**src/rtl/wb_port_arbiter.sv**
```systemverilog
// Two-requester register-file writeback arbiter.
// Requester A (pipeline writeback) has fixed priority. Requester B (a multi-cycle
// unit) is forced through after STARVE_LIMIT consecutive blocked cycles. The
// granted write is registered one cycle later. Writes to index 15 are accepted
// but never enabled, and they are counted in a saturating drop counter.
module wb_port_arbiter #(
    parameter int unsigned STARVE_LIMIT = 3
) (
    input  logic        clk,
    input  logic        rst,
    input  logic        a_valid,
    input  logic [3:0]  a_dest,
    input  logic [31:0] a_data,
    output logic        a_ready,
    input  logic        b_valid,
    input  logic [3:0]  b_dest,
    input  logic [31:0] b_data,
    output logic        b_ready,
    output logic        writeBackEn,
    output logic [3:0]  Dest_wb,
    output logic [31:0] Result_wb,
    output logic [7:0]  drop_count
);

    typedef enum logic {
        NORMAL  = 1'b0,
        FORCE_B = 1'b1
    } state_t;

    localparam logic [3:0] STARVE_LAST = 4'(STARVE_LIMIT - 1);
    localparam logic [3:0] NULL_DEST   = 4'hF;

    state_t      state;
    state_t      state_next;
    logic [3:0]  starve_cnt;
    logic [3:0]  starve_next;

    logic        a_xfer;
    logic        b_xfer;
    logic        xfer;
    logic [3:0]  grant_dest;
    logic [31:0] grant_data;

    // State register and starve counter.
    always_ff @(posedge clk) begin
        if (rst) begin
            state      <= NORMAL;
            starve_cnt <= '0;
        end else begin
            state      <= state_next;
            starve_cnt <= starve_next;
        end
    end

    // Next-state logic: count cycles in which B is blocked by A.
    always_comb begin
        state_next  = state;
        starve_next = '0;
        case (state)
            NORMAL: begin
                if (a_valid && b_valid) begin
                    if (starve_cnt == STARVE_LAST) begin
                        state_next  = FORCE_B;
                        starve_next = '0;
                    end else begin
                        starve_next = starve_cnt + 4'd1;
                    end
                end
            end
            FORCE_B: begin
                state_next  = NORMAL;
                starve_next = '0;
            end
            default: begin
                state_next  = NORMAL;
                starve_next = '0;
            end
        endcase
    end

    // Ready outputs: depend on state and a_valid only; both held low in reset.
    always_comb begin
        a_ready = 1'b0;
        b_ready = 1'b0;
        if (!rst) begin
            case (state)
                NORMAL: begin
                    a_ready = 1'b1;
                    b_ready = !a_valid;
                end
                FORCE_B: begin
                    a_ready = 1'b0;
                    b_ready = 1'b1;
                end
                default: begin
                    a_ready = 1'b0;
                    b_ready = 1'b0;
                end
            endcase
        end
    end

    // Grant mux: at most one of a_xfer / b_xfer can be set in a cycle.
    always_comb begin
        a_xfer     = a_valid && a_ready;
        b_xfer     = b_valid && b_ready && !a_xfer;
        xfer       = a_xfer || b_xfer;
        grant_dest = a_xfer ? a_dest : b_dest;
        grant_data = a_xfer ? a_data : b_data;
    end

    // Registered writeback port and drop counter.
    always_ff @(posedge clk) begin
        if (rst) begin
            writeBackEn <= 1'b0;
            Dest_wb     <= '0;
            Result_wb   <= '0;
            drop_count  <= '0;
        end else begin
            writeBackEn <= xfer && (grant_dest != NULL_DEST);
            if (xfer) begin
                Dest_wb   <= grant_dest;
                Result_wb <= grant_data;
                if ((grant_dest == NULL_DEST) && (drop_count != 8'hFF)) begin
                    drop_count <= drop_count + 8'd1;
                end
            end
        end
    end

endmodule

```
**config.mk**
```make
export PLATFORM = sky130hd
export DESIGN_NAME = wb_port_arbiter
export DESIGN_NICKNAME = d
export VERILOG_FILES = /design/src/rtl/wb_port_arbiter.sv
export SDC_FILE = /design/constraint.sdc
export NUM_CORES = 1
export LEC_CHECK = 0
export BUFFER_PORTS_ARGS = -buffer_cell sky130_fd_sc_hd__buf_4
export CORE_UTILIZATION = 45
export CTS_CLUSTER_DIAMETER = 50
export DETAILED_ROUTE_END_ITERATION = 8
export PLACE_DENSITY = 0.91
export SYNTH_ARGS = -nofsm -noshare
export SYNTH_HDL_FRONTEND = slang
export SYNTH_SLANG_ARGS = --single-unit
export TNS_END_PERCENT = 1
```
**constraint.sdc**
```tcl
create_clock -name clk -period 2.5 [get_ports clk]
set_input_delay 0.25 -clock clk [delete_from_list [all_inputs] [get_ports clk]]
set_output_delay 0.25 -clock clk [all_outputs]
set_load 0.02 [all_outputs]
```
Word level (Yosys, flattened, before mapping)
Cells that the tools add are included.
{"block": "word_totals", "ff_bits": 50, "input_bits": 76, "out_inout_bits": 47, "word_cells": 35}
{"block": "classes", "n_addsub": 2, "eq_ne": 4, "n_mux": 12, "bitwise_logic": 1, "n_reduce_logical": 10}
{"cell": "$mux 32", "count": 1}
{"cell": "$mux 4", "count": 3}
{"cell": "$add 8x1->8 const B", "count": 1}
{"cell": "$ne 8x8->1 const B", "count": 1}
{"cell": "$pmux 4 s2", "count": 1}
{"cell": "$logic_and 1x1->1", "count": 6}
{"cell": "$pmux 1 s2", "count": 3}
{"cell": "$add 4x1->4 const B", "count": 1}
{"cell": "$eq 4x2->1 const B", "count": 1}
{"cell": "$eq 4x4->1 const B", "count": 1}
{"cell": "$mux 1", "count": 4}
{"cell": "$ne 4x4->1 const B", "count": 1}
{"cell": "$logic_not 1->1", "count": 2}
{"cell": "$reduce_and 2->1", "count": 1}
{"cell": "$logic_or 1x1->1", "count": 1}
{"cell": "$not 1->1", "count": 1}

Longest topological paths before layout
Gate-level depths: netlist (run 1).
{"block": "logic_depth", "depth_word": 8, "mapped_depth": 6, "ltp_nobuf": 5}

Worst setup path after synthesis (run 1)
OpenSTA, ideal clock, no wires.
{"block": "synth_path", "path_kind": "register to register", "start": "register state", "end": "register drop_count[5]", "t_arrival_ns": 1.646, "path_slack_ns": 0.733, "stages_incl_launch_ff": 6, "synth_period_minus_slack_ns": 1.767, "cell_sequence": "dfxtp_1 nor3b_2 mux2_4 buf_6 nor4_4 mux2_4"}
{"block": "synth_between", "elab_chain_cells": 8}
{"item": "start, declared", "line_no": "33", "source": "state_t state;"}
{"item": "start signal, assigned", "line_no": "50", "source": "state <= state_next;"}
{"item": "$not 1->1"}
{"item": "$pmux 1 s2", "line_no": "86", "source": "case (state)"}
{"item": "$mux 1", "line_no": "85", "source": "if (!rst) begin"}
{"item": "$logic_and 1x1->1", "line_no": "105", "source": "a_xfer = a_valid && a_ready;"}
{"item": "$mux 4 or $logic_not 1->1 (tied branches)", "line_no": "108, 106"}
{"item": "$eq 4x4->1 or $logic_and 1x1->1 (tied branches)", "line_no": "124, 106"}
{"item": "$logic_and 1x1->1 or $logic_or 1x1->1 (tied branches)", "line_no": "124, 107"}
{"item": "$reduce_and 2->1 (no line) (*)"}
{"item": "end signal, assigned", "line_no": "125", "source": "drop_count <= drop_count + 8'd1;"}
{"item": "end, declared", "line_no": "22", "source": "output logic [7:0] drop_count"}
Mark *: on every way between the ends. The rest lies on a longest branch, timed or not.
A chain may end at the register's enable or synchronous reset.

Worst setup path after layout (run 1)
{"block": "layout_path", "start": "register state", "end": "register Result_wb[23]"}
{"block": "layout_between", "elab_chain_cells": 7}
{"item": "$not 1->1"}
{"item": "$pmux 1 s2", "line_no": "86"}
{"item": "$mux 1", "line_no": "85"}
{"item": "$logic_and 1x1->1", "line_no": "105"}
{"item": "$logic_not 1->1", "line_no": "106", "source": "b_xfer = b_valid && b_ready && !a_xfer;"}
{"item": "$logic_and 1x1->1", "line_no": "106"}
{"item": "$logic_or 1x1->1", "line_no": "107", "source": "xfer = a_xfer || b_xfer;"}
{"item": "end signal, assigned", "line_no": "123", "source": "Result_wb <= grant_data;"}
{"item": "end, declared", "line_no": "21", "source": "output logic [31:0] Result_wb,"}
Several ways; a longest one is shown, not always the timed one.

==> results.env, run 1 <==
POST_SYNTH_FA_HA_MAJ_AREA_FRACTION=0.0163
REG2REG_FROM='state'
SYNTHMUXAREASHARE=0.178
FF_LATCH_AREA_UM2=1000
GLOBAL_ROUTE_WIRE_LENGTH_BEFORE_REPAIR_UM=9030
DRTPASS1ITERATIONS=4
CLOCK_SINK_COUNT=50
DIODES=0
END_KIND='flip-flop'
CHIPWIDTH_UM=73.5
OUTCOME='completed'
LAYOUT-DRIVE-GT1-SHARE=0.392
WORSTREGTOREGCELLS=5
WORST_MIN_DELAY_PATH_STARTPOINT='b_valid'
GRT_ANTENNA_BEFORE_REPAIR=0
P_LEAK_nW=1.50
TIMING.MAX_SLEW.REL_SLACK=0.613
SYNTHESIS.AREA_PER_INSTANCE_UM2=9.63
TRITONCTS='done'
POWER.CLOCK.FRACTION=0.310
CORE.ROWCOUNT=25
WORST_HOLD_PATH.NUM_CELLS=3
FINAL_ANTENNA_NET_COUNT=0
HOLD_BUFFERS=0
DIEHEIGHT_UM=73.5
FINALSETUPVIOLCOUNT=0
DRC_MARKER_COUNT_FROM_THE_FIRST_DETAILED_ROUTE_ITERATION=65
WORSTMARGINPINSLEW_NS=0.581
DESIGN_POWER_TOTAL_mW=1.82
MIN_PERIOD_NS=1.83
CLKSLEWWORSTSETUPHOLDPATHS_NS=0.09
YS_FF_LATCH=50
HOLD_PATH_END='starve_cnt[2]'
PLACED_CELL_AREA_UM2=3240
YS.FLOP_TYPE='sky130_fd_sc_hd__dfxtp_1'
IO-PIN-COUNT=123
SYNTH-SEQ-AREA-SHARE=0.435
MULTIINPUTGATEAREA_UM2=1200
GLOBALROUTETOTALUTIL=0.214
MAX_FREQ_MHz=546
AVGVIACOUNTPERCELL=5.23
FP.DIEAREA_UM2=5400
SYNTHESIS.AREA_UM2=2300
GRT_START_MAX_NET_PINS=50
HOLD_VIOLATIONS=0
P_SW_uW=460
POST-PLACE-WS_NS=0.613
SYNTH_FP_NETS=318
POST_CTS.RESIZED_INSTANCES=0
WORST_EP_ARRIVAL_TIME_NS=2.04
FINAL_NETS=434
FINAL.SETUP.TNS_NS=0
FIN_AREA_UM2=3350
TRITONCTS.NUM_BUFFERS=5
WORSTSETUPSTARTPOINTTYPE='flip-flop'
SYNTHCELLS=239
SETUP.WORST_PATH.CLASS='reg -> reg'
SYNTHESIS.YOSYS.WARNINGS=0
CTSROOTBUFFERMASTER='sky130_fd_sc_hd__clkbuf_8'
UTILIZATION=0.696
COUNT_OF_FLIP_FLOPS_WITH_A_BUILT_IN_ENABLE_AFTER_SYNTHESIS=0
CRIT-REG2REG-CAPTURE='Result_wb[23]'
DRT_DRC_VIOLATIONS_LEFT=0
GLOBALPLACE.CONGESTION=0.843
PWR-SHARE-COMB=0.211
YOSYS.AREA_SHARE.SIMPLE=0.160
WORSTSKEWPAIRLATENCY_NS=0.29
DRT-TOTAL-WL_UM=5820
SYNTH.DISTINCT_CELLS=37
CRITICAL_PATH_REQUIRED_NS=2.71
GR_OVFL_TOTAL=0
ROUTEDWLPERCELL_UM=13.8
FIN_WS_NS=0.669
DETAILED_PLACE_HPWL_UM=4330
HOLD_PATH_CLASS='in -> reg'
WORST_CLOCK_SKEW_NS=0.00734
START_UTIL=0.478
DRV_CAP=0
TIMING_MAX_TRANSITION_VIOLATIONS_FINAL=0
INTERNAL-POWER_mW=1.36
YOSYS.AREA_SHARE.XOR_XNOR=0.00381
POWER.SHARE.SEQUENTIAL=0.479
FINALCRITPERIODSHARE=0.732
NUMBER_OF_I_O_PORT_BUFFERS=122
HIGHEST_IR_DROP_SEEN_ON_VDD_mV=0.331
SYNTH_TOP_FAMILY_BY_AREA='multiplexers'
SYN2LAYOUT_AREA_GROWTH_PCT=45.8
GRT_PASS1_VIAS=2101
YS_ASYNC_SR_FRACTION=0
POST-CTS-SETUP-BUFFERS=0
PLACEABLECOREAREA_UM2=4820
SYNTH_COMPOUND_AREA_FRAC=0.159
SWITCHING_SHARE=0.252
FILLERS=397
CP_MAX_FO=23
CLOCK_TREE.BUFFER_DEPTH=2
POWERDENSITY_nW_PER_UM2=544
RSZ0062_AT_GRT='no'
HTREEDEPTH=2
DETAILROUTE.VIA_COUNT=2205
WORST-R2R-SETUP-SLACK_NS=0.67
## final cells by class
cell class,count,share of cell area
inverters,2,0.00224
well taps,67,0.0250
repair buffers,127,0.284
clock inverters,1,0.00895
clock buffers,6,0.0246
flip-flops and latches,50,0.298
multi-input cells,169,0.357
## cell usage after synthesis (2+ instances only)
master	number	area, um2
sky130_fd_sc_hd__mux2_4	2	30.0
sky130_fd_sc_hd__nand2_1	3	11.3
sky130_fd_sc_hd__nand4_1	3	18.8
sky130_fd_sc_hd__dfxtp_1	50	1000
sky130_fd_sc_hd__nor2_1	44	165
sky130_fd_sc_hd__buf_6	3	33.8
sky130_fd_sc_hd__mux2i_1	38	380
sky130_fd_sc_hd__ha_1	3	37.5
sky130_fd_sc_hd__inv_1	2	7.51
sky130_fd_sc_hd__o21ai_0	3	15.0
sky130_fd_sc_hd__buf_2	4	20.0
sky130_fd_sc_hd__or4_1	3	22.5
sky130_fd_sc_hd__a211oi_1	37	278
sky130_fd_sc_hd__nand3_1	4	20.0
sky130_fd_sc_hd__o31ai_1	3	22.5
sky130_fd_sc_hd__clkbuf_1	7	26.3
sky130_fd_sc_hd__nor3_1	2	10.0
sky130_fd_sc_hd__nand2b_1	3	18.8
sky130_fd_sc_hd__a21oi_1	6	30.0
sky130_fd_sc_hd__buf_1	2	7.51
## worst max-delay path, cell delays in order (launching register included)
cell and delay (ns):
sky130_fd_sc_hd__dfxtp_1 0.36, sky130_fd_sc_hd__nor3b_4 0.24, sky130_fd_sc_hd__buf_4 0.33, sky130_fd_sc_hd__buf_4 0.41, sky130_fd_sc_hd__mux2i_1 0.13, sky130_fd_sc_hd__a211oi_1 0.26
## worst max path at each step
| stage | start | endpoint | depth (start not counted) |
|---|---|---|---|
| finish | state | Result_wb[23] | 5 |
| detailed placement | rst | Result_wb[23] | 6 |
| floorplan | state | drop_count[5] | 5 |
| CTS | state | Result_wb[16] | 5 |
| global route | state | Result_wb[17] | 5 |
| global placement | rst | Result_wb[27] | 6 |
## cell usage in the layout (no fill, tap or decap), drive strengths merged
master and count:
a211oi 37, a21oi 6, a31oi 1, and2b 1, and4b 1, buf 127, bufinv 1, clkbuf 6
dfxtp 50, ha 3, inv 2, mux2 2, mux2i 38, nand2 3, nand2b 3, nand3 4
nand3b 1, nand4 3, nor2 44, nor2b 1, nor3 2, nor3b 1, nor4 2, nor4b 1
o211ai 1, o21ai 3, o22ai 1, o31ai 3, or2 1, or3 1, or3b 1, or4 3
xor2 1
## power by group through the flow
stage | Clock (mW) | Combinational, mW | Sequential [mW]
after floorplan | 0 | 0.135 | 0.950
after global placement | 0 | 0.378 | 0.890
after detailed placement | 0 | 0.388 | 0.891
after CTS | 0.579 | 0.389 | 0.874
after global routing | 0.612 | 0.414 | 0.880
final | 0.566 | 0.385 | 0.873
## sequential cells by signal (all words and copies together), names as in the netlist
| register | cells |
|---|---|
| Dest_wb | 4 |
| drop_count | 8 |
| writeBackEn | 1 |
| state | 1 |
| starve_cnt | 4 |
| Result_wb | 32 |
## metal layers
metal  wire, um  part of all wire  vias up  GRT usage
li1           -                 -     1109          -
met1       2310              0.40      977      0.228
met2       2930              0.50      103      0.402
met3        432             0.074       16     0.0439
met4        152             0.026        0      0.100
met5          0                 0        -          0
## cell families (layout without fill, tap and decap cells)
group                    after synthesis  in the layout
XOR/XNOR                               1              1
AND/OR/NAND/NOR                       73             73
buffers and inverters                 20            136
multiplexers                          40             40
adder cells (fa/ha/maj)                3              3
flip-flops                            50             50
AO/OA/AOI/OAI                         52             52
## per-stage QoR
stage          hold slack, ns  cells
3_5_place_dp            0.457    415
2_1_floorplan           0.412    239
4_1_cts                 0.266    422
3_3_place_gp            0.443    415
5_1_grt                 0.268    422
6_report                0.276    422
Note: power is estimated with default switching activity, not from simulation.
==> run 2, diff against run 1 <==
Settings changed: ABC_AREA set to 1, PLACE_DENSITY 0.91 to 0.9.
Clock period 2.5 ns to 1.7 ns, I/O delays scaled along.
==> results.env, run 2 <==
TIMING.CRITICAL_PATH.MAX_DELAY_FAMILY='simple AND/OR/NAND/NOR gates'
GRT_PASS1_VIAS=2314
POWER.SHARE.SEQUENTIAL=0.510
START_UTIL=0.471
CRIT_PATH_TOP_DELAY_CELL='sky130_fd_sc_hd__dfxtp_1'
P_LEAK_nW=1.66
NETLIST_TOP_CELLS_COUNT='sky130_fd_sc_hd__nor2_1, sky130_fd_sc_hd__nand2_1, sky130_fd_sc_hd__dfxtp_1'
CORE.ROWCOUNT=26
WORST_CLOCK_SKEW_NS=0.00562
HIGHEST_IR_DROP_SEEN_ON_VDD_mV=0.459
WORSTSETUPSTARTPOINTTYPE='flip-flop'
PLACED_CELL_AREA_UM2=3380
FILLERS=478
DETAILED_PLACE_HPWL_UM=4670
POST_SYNTH_MAIN_AREA_CONTRIBUTORS='sky130_fd_sc_hd__dfxtp_1, sky130_fd_sc_hd__nor2_1, sky130_fd_sc_hd__nand2_1, sky130_fd_sc_hd__a21oi_1, sky130_fd_sc_hd__o21ai_0'
MOST-COMMON-LAYOUT-CELLS='sky130_fd_sc_hd__buf_4, sky130_fd_sc_hd__nor2_1, sky130_fd_sc_hd__nand2_1'
FINAL.SETUP.TNS_NS=0
GRT_ANTENNA_BEFORE_REPAIR=0
END_KIND='flip-flop'
NUMBER_OF_I_O_PORT_BUFFERS=122
TIMING.MAX_SLEW.REL_SLACK=0.791
NON_FILLER_INSTANCES=542
PWR-SHARE-COMB=0.224
CHIPWIDTH_UM=75.3
CLOCK_TREE.BUFFER_DEPTH=2
P_SW_uW=659
WORST_EP_ARRIVAL_TIME_NS=1.84
POWER.CLOCK.FRACTION=0.265
CLOCK_SINK_COUNT=50
SYNTH_TOP_CELL_AREA_SHARE=0.414
GRT_START_MAX_NET_PINS=34
DETAILROUTE.VIA_COUNT=2695
HTREEDEPTH=2
CP.BUFFERS_INVERTERS=2
SYNTH.DISTINCT_CELLS=24
SYNTHCELLS=354
FINAL_NETS=552
WORSTSKEWPAIRLATENCY_NS=0.29
GR_OVFL_TOTAL=0
WORSTMARGINPINSLEW_NS=0.313
MIN_PERIOD_NS=1.60
HOLD_VIOLATIONS=0
LARGEST_REGISTER_FFS=32
HOLD_PATH_CLASS='in -> reg'
DIEHEIGHT_UM=75.3
WORST-R2R-SETUP-SLACK_NS=0.10
PLACEABLECOREAREA_UM2=5140
CP_MAX_FO=19
IO-PIN-COUNT=123
FIN_AREA_UM2=3480
SETUP.WORST_PATH.CLASS='reg -> reg'
RSZ0062_AT_GRT='no'
DRV_CAP=0
TRITONCTS='done'
CRITICAL_PATH_REQUIRED_NS=1.94
FINALSETUPVIOLCOUNT=0
SYNTHESIS.YOSYS.WARNINGS=0
DRC_MARKER_COUNT_FROM_THE_FIRST_DETAILED_ROUTE_ITERATION=92
DRT-TOTAL-WL_UM=6170
INTERNAL-POWER_mW=1.82
HOLD_BUFFERS=0
SYNTHMOSTINSTANTIATEDCELL='sky130_fd_sc_hd__nor2_1'
CTSROOTBUFFERMASTER='sky130_fd_sc_hd__clkbuf_8'
LARGEST-REGISTER='Result_wb'
WORST_PATH_MOST_REPEATED_CELL='sky130_fd_sc_hd__nand2_1'
DIODES=0
POWERDENSITY_nW_PER_UM2=711
GLOBAL_ROUTE_WIRE_LENGTH_BEFORE_REPAIR_UM=9540
COUNT_OF_FLIP_FLOPS_WITH_A_BUILT_IN_ENABLE_AFTER_SYNTHESIS=0
FP.DIEAREA_UM2=5670
YS_ASYNC_SR_FRACTION=0
CELL_TYPE_WITH_THE_LARGEST_TOTAL_AREA_AFTER_SYNTHESIS='sky130_fd_sc_hd__dfxtp_1'
SYNTH_FP_NETS=433
FINAL_ANTENNA_NET_COUNT=0
OUTCOME='completed'
GLOBALPLACE.CONGESTION=0.855
YS.FLOP_TYPE='sky130_fd_sc_hd__dfxtp_1'
TRITONCTS.NUM_BUFFERS=5
POST-CTS-SETUP-BUFFERS=0
CP_SLOWEST_STAGE_DELAY_NS=0.45
DRT_DRC_VIOLATIONS_LEFT=0
AVGVIACOUNTPERCELL=4.97
LAYOUT-DRIVE-GT1-SHARE=0.318
DESIGN_POWER_TOTAL_mW=2.48
BIGGESTREGSBYFLOPS='Result_wb (32), drop_count (8)'
GLOBALROUTETOTALUTIL=0.217
POST_CTS.RESIZED_INSTANCES=0
DRTPASS1ITERATIONS=4
SWITCHING_SHARE=0.266
ROUTEDWLPERCELL_UM=11.4
SYNTH-SEQ-AREA-SHARE=0.414
PLACE.DETAILED.INSTANCES=535
MOST_COMMON_CELL_AFTER_LAYOUT_FILL_AND_TAPS_ASIDE='sky130_fd_sc_hd__buf_4'
SYNTHESIS.AREA_PER_INSTANCE_UM2=6.84
MAX_FREQ_MHz=625
SYN2LAYOUT_AREA_GROWTH_PCT=43.8
CLKSLEWWORSTSETUPHOLDPATHS_NS=0.08
YS_FF_LATCH=50
FINALCRITPERIODSHARE=0.941
SYNTHESIS.AREA_UM2=2420
CRIT_PATH_CELL_CHAIN='nor2_8, nand2_4, nand2_1, nand2_1, nand2_1, nor2_4, buf_12, nand3_1, nand2_1, inv_1, nor2_1'
TIMING_MAX_TRANSITION_VIOLATIONS_FINAL=0
-- run 2: layout make-up --
cell class	instances	area (um2)	area share
well taps	70	87.6	0.0252
repair buffers	133	1010	0.291
clock buffers	6	82.6	0.0237
flip-flops and latches	50	1000	0.288
multi-input cells	256	1200	0.344
inverters	27	101	0.0291
-- run 2: final timing paths --
check,start,to,depth (start not counted)
max reg2reg,state,drop_count[0],11
max,state,drop_count[0],11
min,rst,Result_wb[2],2
min reg2reg,Result_wb[30],Result_wb[30],2
-- run 2: metrics by stage --
stage | setup WS, ns | hold slack [ns] | util
floorplan | 0.185 | 0.329 | -
global placement | 0.148 | 0.431 | 0.657
detailed placement | 0.0290 | 0.437 | 0.657
CTS | 0.0101 | 0.121 | 0.673
global route | 0.00232 | 0.125 | 0.677
finish | 0.101 | 0.132 | 0.677
-- run 2: power groups by stage --
stage                     logic, mW  registers [mW]  clock network (mW)
after CTS                     0.557            1.26               0.682
after global placement        0.546            1.29                   0
after detailed placement      0.556            1.29                   0
after floorplan               0.214            1.36                   0
after global routing          0.609            1.27               0.728
final                         0.556            1.26               0.656
-- run 2: logic make-up (layout without fill, tap and decap cells) --
group | Yosys count | after routing | share of synthesized area
and+or+nand+nor | 182 | 182 | 0.325
adders and majority gates | 3 | 3 | 0.0155
xor gates and xnor gates | 2 | 2 | 0.00724
buffers and inverters | 48 | 166 | 0.0920
DFF | 50 | 50 | 0.414
AOI/OAI and AO/OA | 69 | 69 | 0.147
-- run 2: worst reg2reg max path, cell delays in order, from the launching register on --
cell,delay (ns)
sky130_fd_sc_hd__dfxtp_1,0.45
sky130_fd_sc_hd__nor2_8,0.07
sky130_fd_sc_hd__nand2_4,0.19
sky130_fd_sc_hd__nand2_1,0.10
sky130_fd_sc_hd__nand2_1,0.08
sky130_fd_sc_hd__nand2_1,0.08
sky130_fd_sc_hd__nor2_4,0.13
sky130_fd_sc_hd__buf_12,0.14
sky130_fd_sc_hd__nand3_1,0.10
sky130_fd_sc_hd__nand2_1,0.08
sky130_fd_sc_hd__inv_1,0.04
sky130_fd_sc_hd__nor2_1,0.08
-- run 2: metal layers --
layer / up-vias / track usage / share of wire / wire length, um
li1: 1374 / - / - / -
met1: 1212 / 0.244 / 0.41 / 2560
met2: 95 / 0.399 / 0.50 / 3100
met3: 14 / 0.0463 / 0.062 / 385
met4: 0 / 0.0885 / 0.019 / 120
met5: - / 0 / 0 / 0
==> run 3, diff against run 2 <==
Settings changed: CORE_MARGIN set to 2, CORE_UTILIZATION 45 to 41, PLACE_DENSITY 0.9 to 0.87.
Clock period 1.7 ns to 1.4 ns, I/O delays scaled along.
==> results.env, run 3 (synthesis gave the netlist of run 2 again) <==
OUTCOME='finished with violations'
VIOLATIONS='negative setup slack'
TIMING.MAX_SLEW.REL_SLACK=0.757
DRC_MARKER_COUNT_FROM_THE_FIRST_DETAILED_ROUTE_ITERATION=131
HTREEDEPTH=2
FIN_AREA_UM2=3680
CORE.ROWCOUNT=27
WORST-R2R-SETUP-SLACK_NS=-0.02
GLOBAL_ROUTE_WIRE_LENGTH_BEFORE_REPAIR_UM=10100
SYN2LAYOUT_AREA_GROWTH_PCT=52.1
PLACE.DETAILED.INSTANCES=539
DRT_DRC_VIOLATIONS_LEFT=0
GRT_START_MAX_NET_PINS=39
WORST_EP_ARRIVAL_TIME_NS=1.65
TRITONCTS.NUM_BUFFERS=5
TRITONCTS='done'
REG2REG_FROM='state'
HIGHEST_IR_DROP_SEEN_ON_VDD_mV=0.777
FINAL_ANTENNA_NET_COUNT=0
PLACED_CELL_AREA_UM2=3440
LARGEST-REGISTER='Result_wb'
TIMING_MAX_TRANSITION_VIOLATIONS_FINAL=0
FILLERS=517
LARGEST_REGISTER_FFS=32
IO-PIN-COUNT=123
HOLD_PATH_CLASS='in -> reg'
DESIGN_POWER_TOTAL_mW=3.10
FINALSETUPVIOLCOUNT=3
GRT_ANTENNA_BEFORE_REPAIR=0
CLKSLEWWORSTSETUPHOLDPATHS_NS=0.09
DIODES=0
SETUP.WORST_PATH.CLASS='reg -> reg'
WORSTSETUPSTARTPOINTTYPE='flip-flop'
RSZ0062_AT_GRT='yes'
START_UTIL=0.432
FINALCRITPERIODSHARE=1.01
CP_SLOWEST_STAGE_DELAY_NS=0.37
DRT-TOTAL-WL_UM=6750
WORSTSKEWPAIRLATENCY_NS=0.29
NUMBER_OF_I_O_PORT_BUFFERS=122
MOST-COMMON-LAYOUT-CELLS='sky130_fd_sc_hd__buf_4, sky130_fd_sc_hd__nor2_1, sky130_fd_sc_hd__nand2_1'
MOST_COMMON_CELL_AFTER_LAYOUT_FILL_AND_TAPS_ASIDE='sky130_fd_sc_hd__buf_4'
CLOCK_TREE.BUFFER_DEPTH=2
FP.DIEAREA_UM2=6530
DRTPASS1ITERATIONS=4
CHIPWIDTH_UM=80.8
WORSTMARGINPINSLEW_NS=0.362
HOLD_VIOLATIONS=0
CRIT_PATH_TOP_DELAY_CELL='sky130_fd_sc_hd__dfxtp_4'
CRITICAL_PATH_REQUIRED_NS=1.64
DETAILROUTE.VIA_COUNT=2698
WORST_PATH_MOST_REPEATED_CELL='sky130_fd_sc_hd__nand2_2'
GLOBALROUTETOTALUTIL=0.193
WORST_SETUP_PATH_STARTPOINT='state'
WORST_MIN_DELAY_PATH_STARTPOINT='b_data[6]'
TIMING.CRITICAL_PATH.MAX_DELAY_FAMILY='simple AND/OR/NAND/NOR gates'
P_LEAK_nW=1.72
DIEHEIGHT_UM=80.8
ROUTEDWLPERCELL_UM=12.2
END_KIND='flip-flop'
GLOBALPLACE.CONGESTION=0.832
AVGVIACOUNTPERCELL=4.89
PLACEABLECOREAREA_UM2=5610
FIN_WS_NS=-0.0180
HOLD_BUFFERS=0
DRV_CAP=0
CP.BUFFERS_INVERTERS=2
LAYOUT-DRIVE-GT1-SHARE=0.390
CRIT_PATH_CELL_CHAIN='nor2_8, nand3_2, nand2_2, nand2_2, nor2_4, buf_6, nand3_1, nand2_1, inv_1, nor2_1'
GR_OVFL_TOTAL=0
CTSROOTBUFFERMASTER='sky130_fd_sc_hd__clkbuf_8'
GRT_PASS1_VIAS=2377
BIGGESTREGSBYFLOPS='Result_wb (32), drop_count (8)'
MAX_FREQ_MHz=705
DETAILED_PLACE_HPWL_UM=4920
CP_MAX_FO=7
WORST_CLOCK_SKEW_NS=0.00779
CLOCK_SINK_COUNT=50
NON_FILLER_INSTANCES=552
POWERDENSITY_nW_PER_UM2=843
MIN_PERIOD_NS=1.42
FINAL_NETS=558
==> run 3: cell type report <==
class	count	area [um2]	share of cell area
repair buffers	139	1100	0.300
inverters	27	101	0.0275
flip-flops and latches	50	1010	0.275
clock buffers	7	86.3	0.0235
clock inverters	1	5.00	0.00136
multi-input cells	256	1280	0.349
well taps	72	90.1	0.0245
==> run 3: where the power goes <==
group / switching (mW) / internal (mW)
logic: 0.375 / 0.362
registers: 0.0387 / 1.49
clock network: 0.436 / 0.399
total: 0.850 / 2.25
==> run 3: routing by layer <==
metal / up-vias / GRT usage / share of wire
met1: 1207 / 0.219 / 0.40
li1: 1385 / - / -
met3: 12 / 0.0489 / 0.068
met5: - / 0 / 0
met4: 0 / 0.0407 / 0.021
met2: 94 / 0.362 / 0.51
==> run 3: metrics by stage <==
step	setup WS [ns]	hold WS, ns	utilization	setup TNS (ns)
final	-0.0180	0.135	0.656	-0.0313
after global routing	-0.0986	0.132	0.656	-1.15
after CTS	0.00949	0.133	0.633	0
after detailed placement	-0.0697	0.435	0.613	-0.298
after global placement	0.0122	0.428	0.613	0
after floorplan	0.00309	0.291	-	0
==> run 3: tightest hold or removal path: stages <==
cell and delay [ns]:
sky130_fd_sc_hd__buf_4 0.08, sky130_fd_sc_hd__o21ai_1 0.06, sky130_fd_sc_hd__a21oi_1 0.10
==> run 3: timing repair <==
item	CTS	global route
gates resized for setup	1	37
pin swaps	1	18
endpoints found under the setup margin	9	23
buffers inserted	2	3
==> run 3: worst paths after layout <==
| check | to | cells past startpoint |
|---|---|---|
| hold / removal | Result_wb[6] | 3 |
| setup reg to reg | drop_count[6] | 10 |
| hold reg to reg | Result_wb[4] | 2 |
| setup / recovery | drop_count[6] | 10 |
